**config.mk**
```make
export PLATFORM = sky130hd
export DESIGN_NAME = watch_time_ctrl
export DESIGN_NICKNAME = d
export VERILOG_FILES = /design/src/rtl/watch_time_ctrl.sv
export SDC_FILE = /design/constraint.sdc
export NUM_CORES = 1
export LEC_CHECK = 0
export CAP_MARGIN = 5
export CELL_PAD_IN_SITES_DETAIL_PLACEMENT = 1
export CELL_PAD_IN_SITES_GLOBAL_PLACEMENT = 2
export CORE_MARGIN = 2
export CORE_UTILIZATION = 33
export CTS_CLUSTER_DIAMETER = 50
export CTS_CLUSTER_SIZE = 16
export DETAILED_ROUTE_END_ITERATION = 10
export GPL_ROUTABILITY_DRIVEN = 0
export PLACE_DENSITY = 0.78
export SLEW_MARGIN = 20
export SYNTH_ARGS = -nofsm -noshare
export SYNTH_HDL_FRONTEND = slang
export SYNTH_SLANG_ARGS = --single-unit
```
**constraint.sdc**
```tcl
create_clock -name clock -period 3.9 [get_ports clock]
set_input_delay 0.78 -clock clock [delete_from_list [all_inputs] [get_ports clock]]
set_output_delay 0.78 -clock clock [all_outputs]
set_load 0.005 [all_outputs]
```
**src/rtl/watch_time_ctrl.sv**
```systemverilog
// watch_time_ctrl: sequencing controller for the seconds, minutes and hours
// pulse-increment counters of a watch.
//  - Divides the system clock into a half-second tick and a 1 Hz tick.
//  - In RUN it issues timekeeping pulses, carrying into minutes and hours
//    when the lower counters sit at their maximum.
//  - In SET_HOUR / SET_MIN / SET_SEC a rising edge of key_inc adjusts the
//    selected field, and the selected field blinks on the half-second phase.
// Optional feature macro: AUTO_REPEAT_EN. When it is defined, holding key_inc
// auto-repeats adjustments on half ticks after REPEAT_DELAY half-periods.
module watch_time_ctrl #(
    parameter int HALF_PERIOD  = 500,
    parameter int REPEAT_DELAY = 2
) (
    input  logic       clock,
    input  logic       reset,
    input  logic       key_mode,
    input  logic       key_inc,
    input  logic       sec_at_max,
    input  logic       min_at_max,
    output logic       sec_pulse,
    output logic       min_pulse,
    output logic       hour_pulse,
    output logic       sec_clear,
    output logic [1:0] set_mode,
    output logic       blink
);

    localparam int CNT_W = (HALF_PERIOD > 1) ? $clog2(HALF_PERIOD) : 1;

    // Guard against unusable parameter values; this block is deliberately
    // empty and only exists so that bad values stand out at elaboration.
    if (HALF_PERIOD < 2 || REPEAT_DELAY < 0) begin : g_bad_params
    end

    typedef enum logic [1:0] {
        RUN      = 2'd0,
        SET_HOUR = 2'd1,
        SET_MIN  = 2'd2,
        SET_SEC  = 2'd3
    } mode_t;

    mode_t            state_reg;
    mode_t            state_next;
    logic [CNT_W-1:0] count_reg;
    logic             phase_reg;
    logic             key_inc_reg;

    logic             half_tick;
    logic             sec_tick;
    logic             inc_edge;
    logic             repeat_fire;
    logic             adjust;
    logic             restart;

    logic             sec_pulse_reg;
    logic             min_pulse_reg;
    logic             hour_pulse_reg;
    logic             sec_clear_reg;
    logic             sec_pulse_next;
    logic             min_pulse_next;
    logic             hour_pulse_next;
    logic             sec_clear_next;

    assign half_tick = (count_reg == CNT_W'(HALF_PERIOD - 1));
    assign sec_tick  = half_tick & phase_reg;
    assign inc_edge  = key_inc & ~key_inc_reg;
    // A mode change in the same cycle swallows any adjustment request.
    assign adjust    = (inc_edge | repeat_fire) & ~key_mode;
    // Leaving SET_SEC restarts the time base so a full second elapses
    // before the first timekeeping pulse.
    assign restart   = (state_reg == SET_SEC) & key_mode;

`ifdef AUTO_REPEAT_EN
    localparam int HOLD_W = $clog2(REPEAT_DELAY + 2);

    logic [HOLD_W-1:0] hold_reg;

    // Count half ticks while key_inc is held in a set state; saturate at the delay.
    always_ff @(posedge clock) begin
        if (reset || key_mode || !key_inc || (state_reg == RUN)) begin
            hold_reg <= '0;
        end else if (half_tick && (hold_reg < HOLD_W'(REPEAT_DELAY))) begin
            hold_reg <= hold_reg + 1'b1;
        end
    end

    assign repeat_fire = (state_reg != RUN) & key_inc & half_tick
                         & (hold_reg >= HOLD_W'(REPEAT_DELAY));
`else
    assign repeat_fire = 1'b0;
`endif

    // Half-period prescaler and blink/second phase.
    always_ff @(posedge clock) begin
        if (reset || restart) begin
            count_reg <= '0;
            phase_reg <= 1'b0;
        end else if (half_tick) begin
            count_reg <= '0;
            phase_reg <= ~phase_reg;
        end else begin
            count_reg <= count_reg + 1'b1;
        end
    end

    // Registered copy of key_inc for rising-edge detection.
    always_ff @(posedge clock) begin
        if (reset) begin
            key_inc_reg <= 1'b0;
        end else begin
            key_inc_reg <= key_inc;
        end
    end

    // Mode state register.
    always_ff @(posedge clock) begin
        if (reset) begin
            state_reg <= RUN;
        end else begin
            state_reg <= state_next;
        end
    end

    // Next mode and pulse selection for the current mode.
    always_comb begin
        state_next      = state_reg;
        sec_pulse_next  = 1'b0;
        min_pulse_next  = 1'b0;
        hour_pulse_next = 1'b0;
        sec_clear_next  = 1'b0;
        case (state_reg)
            RUN: begin
                sec_pulse_next  = sec_tick;
                min_pulse_next  = sec_tick & sec_at_max;
                hour_pulse_next = sec_tick & sec_at_max & min_at_max;
                if (key_mode) state_next = SET_HOUR;
            end
            SET_HOUR: begin
                hour_pulse_next = adjust;
                if (key_mode) state_next = SET_MIN;
            end
            SET_MIN: begin
                min_pulse_next = adjust;
                if (key_mode) state_next = SET_SEC;
            end
            SET_SEC: begin
                sec_clear_next = adjust;
                if (key_mode) state_next = RUN;
            end
            default: state_next = RUN;
        endcase
    end

    // Output pulse registers.
    always_ff @(posedge clock) begin
        if (reset) begin
            sec_pulse_reg  <= 1'b0;
            min_pulse_reg  <= 1'b0;
            hour_pulse_reg <= 1'b0;
            sec_clear_reg  <= 1'b0;
        end else begin
            sec_pulse_reg  <= sec_pulse_next;
            min_pulse_reg  <= min_pulse_next;
            hour_pulse_reg <= hour_pulse_next;
            sec_clear_reg  <= sec_clear_next;
        end
    end

    assign sec_pulse  = sec_pulse_reg;
    assign min_pulse  = min_pulse_reg;
    assign hour_pulse = hour_pulse_reg;
    assign sec_clear  = sec_clear_reg;
    assign set_mode   = state_reg;
    assign blink      = (state_reg != RUN) & phase_reg;

endmodule
```
==> impl.org <==
** Outcome
- The flow ran to the end, and the final reports show no timing, DRC or antenna violations.

** STA
- FMAX :: 405.8 MHz
- Final-report setup violation count :: 0
- Relative slew slack :: 63.61%
- Post-route clock skew :: 0.006658 ns
- Final hold vios :: 0
- Worst Tran Pin Value :: 0.5401 ns
- Number of pins with negative max-slew slack in the final report :: 0
- Sum of negative setup slack :: 0 ns
- Setup repair after global routing left no endpoint under its margin.
- The clock period could shrink to 2.464 ns.
- Period Utilization, post-route :: 63.19%

** Yosys
- Post-synthesis register bit count :: 17
- Synthesized netlist cell count :: 84
- Synth unique cells :: 32
- Xor and xnor area share after synthesis :: 3.292%
- The synthesized netlist devotes 27.90% of its cell area to simple gates.
- Mean Syn Cell Area :: 9.503 um^2
- Post-synthesis compound-gate area fraction :: 15.05%
- Dominant combinational cell family by area after synthesis :: simple AND/OR/NAND/NOR gates
- In this run the cell area of the synthesized design comes to 798.3 um^2.
- Summed over all instances, the cell type with the most area after synthesis is dfxtp_1.
- Synthesis Warnings :: 0
- Yosys attributes the largest share of cell area to dfxtp_1 (43%), ha_1 (7.8%), a21oi_1 (5.6%).
- The share of synthesized area in the top cell type comes to 42.63%.
- The number of nets in the synthesized netlist is 95.
- In the synthesized netlist, mux cells make up 0% of the area.
- Fraction of the mapped netlist area in adder cells :: 7.837%
- Post-synthesis sequential area ratio :: 42.63%

** Floorplanning
- The die covers 2829 um^2.
- In this run the count of I/O pins placed on the die edge is 13.
- The core region is 2255 um^2.
- Initial standard-cell utilization of the core :: 35.41%
- Die span in x :: 53.19 um
- Row count :: 17
- The die is 53.19 um tall.

** Clock network
- Clock buffer depth :: 2
- Buffers added to address setup during post-CTS repair amount to 0.
- Number of resized instances in the post-cts repair step :: 0
- The root buffer cell chosen for the clock tree is clkbuf_4.
- Sink Count :: 17
- The clock reaches the later pin of the worst-skew pair after 0.29 ns.
- TritonCTS built the clock tree.
- # H-tree levels :: 1
- Clock slew at reported path FFs :: 0.10 ns
- Number of CTS-inserted buffers :: 3
- For this design, the CTS-stage hold fixing added 0 buffers.

** Detailed routing
- For this run, design rule violations remaining after detail routing come to 0.
- Dividing the detail-routed wire length by the instance count gives 13.20 um.
- Count of nets left with antenna violations after detail routing :: 0
- In the routed layout, each cell is associated on average with a via count of 5.278.
- Final wirelength :: 1663 um
- For this block, the initial DRC count from the detailed router was 4.
- The detailed router placed 665 vias in this run.
- Drt pass-1 iters :: 4

** Pwr
- Power spread over the standard cell area amounts to 344.8 nW/um^2.
- Total Power Consumption :: 335.3 uW
- Leak :: 0.0003774 uW
- Maximum ir drop on the vdd rail :: 193.3 uV

** Run
- Max-capacitance violation count :: 0

** GRT
- Global routing used 14.98% of the available tracks across all layers.
- The first global-routing pass estimated 3008 um of wire.
- Entering global routing, the biggest net connects 10 pins.
- The total overflow left after global routing is 0.
- The via count of the first global-routing pass is 667.
- Initial antenna violation count :: 0

** Placed design
- Instance area after placement :: 945.9 um^2
- The wire-length estimate of the detail-placed layout is 1319 um.
- Input and output buffers added on the ports amount to 12.

** Critical path
- Kind of start point of the critical path :: flop
- Data on the critical path is required at its endpoint by 3.12 ns.
- The worst setup path is captured at a primary output.
- List of cells traversed by the critical path :: inv_1, ha_1, nor2b_1, clkdlybuf4s50_1
- For this run, the slowest stage of the critical path takes 0.51 ns.
- For the worst setup path, the data arrival time is 1.68 ns.
- In this run the worst path has a maximum fanout of 5.
- The largest individual stage delay along the critical path comes from the cell clkdlybuf4s50_1.
- Buffer and inverter count on the worst path :: 2
- The cell family contributing the most delay on the critical path is buffers and inverters.
- Crit Reg-Reg Startpoint :: set_mode[0]
- Tracing the worst setup path back leads to its startpoint at set_mode[0].
- Worst Path Class, Setup :: flop to primary output

** Finish
- Number of nets in the layout :: 110
- Leaving out fill and tap cells, the most frequent cell in the layout is dfxtp_1.
- The number of antenna diodes in the final layout is 0.
- The register with the most flip-flops in the layout has 9 of them.
- Area added between synthesis and finish :: 21.79%
- In the layout the commonest cells are dfxtp_1 (17), clkdlybuf4s50_1 (12), a21oi_1 (9).
- In the final layout, the share of cells above drive strength 1 is 11.22%.
- Final standard cell utilization of the core :: 43.12%
- Final non-filler cell area :: 972.2 um^2
- The filler cells instantiated in the layout total 274.

** Min path
- The startpoint identified for the worst hold timing path is count_reg[0].
- The tightest min-delay check is of the flop to flop type.
==> cells in the mapped netlist <==
| library cell | number |
|---|---|
| nand4bb_4 | 1 |
| nand2_1 | 4 |
| nor3_1 | 1 |
| o221a_2 | 1 |
| and3b_1 | 1 |
| and3_2 | 1 |
| nor3b_1 | 2 |
| and3_1 | 2 |
| nor4_1 | 1 |
| a21oi_1 | 9 |
| o21ai_0 | 4 |
| xor2_1 | 1 |
| o211a_1 | 1 |
| clkbuf_1 | 2 |
| or4_1 | 2 |
| and4bb_2 | 1 |
| ha_1 | 5 |
| a21o_1 | 1 |
| nand4_1 | 1 |
| nand4_2 | 1 |
| o21bai_1 | 1 |
| nand3_1 | 4 |
| inv_1 | 5 |
| nor2b_1 | 2 |
| and4_2 | 1 |
| a21bo_2 | 1 |
| or3_2 | 1 |
| nor2_1 | 6 |
| or3_1 | 1 |
| a221oi_1 | 1 |
| xnor2_1 | 2 |
| dfxtp_1 | 17 |
==> layer usage <==
| metal | global-route usage, % | share of wire, % |
|---|---|---|
| met1 | 20.73 | 50 |
| met2 | 21.88 | 44 |
| met3 | 2.825 | 4.1 |
| met4 | 7.692 | 1.7 |
| met5 | 0 | 0 |
==> path summary, 6_finish.rpt <==
path	end	slack [ns]	depth (start not counted)
max	blink	1.44	4
min	count_reg[0]	0.48	1
max reg2reg	set_mode[1]	2.18	5
min reg2reg	count_reg[0]	0.48	1
==> final cells by class <==
type / count / area (um^2) / share of cell area, %
timing repair buffer: 12 / 120.1 / 12.36
multi-input combinational: 60 / 431.7 / 44.40
sequential: 17 / 340.3 / 35.01
clock buffer: 4 / 26.28 / 2.703
inverter: 5 / 18.77 / 1.931
tap: 28 / 35.03 / 3.604
==> worst register-to-register path, delay by kind of cell, from the launching register on <==
family,cells,cell delay (ns)
AO/OA/AOI/OAI,2,0.38
AND/OR/NAND/NOR,1,0.54
flip-flops,1,0.39
buffers and inverters,1,0.10
adder cells (fa/ha/maj),1,0.24
==> kinds of logic (layout without fill, tap and decap cells) <==
kind of cell	after synthesis	in the layout
AOI/OAI and AO/OA	19	19
and+or+nand+nor	33	33
DFF	17	17
adders and majority gates	5	5
xor gates and xnor gates	3	3
buffers and inverters	7	21
==> metrics by stage <==
step                worst slack [ns]  cells  hold slack, ns
detailed placement             1.753    122          0.4559
finish                         1.436    126          0.4750
global placement               1.774    122          0.4468
floorplan                      2.308     84          0.4295
CTS                            1.420    126          0.4803
global route                   1.347    126          0.5066
==> where the power goes <==
group / internal [uW] / total [uW] / switching, uW
combinational: 27.2 / 51.9 / 24.7
sequential: 181 / 188 / 6.95
clock: 39.7 / 95.4 / 55.7
total: 248 / 335 / 87.3
Note: power is estimated with default switching activity, not from simulation.
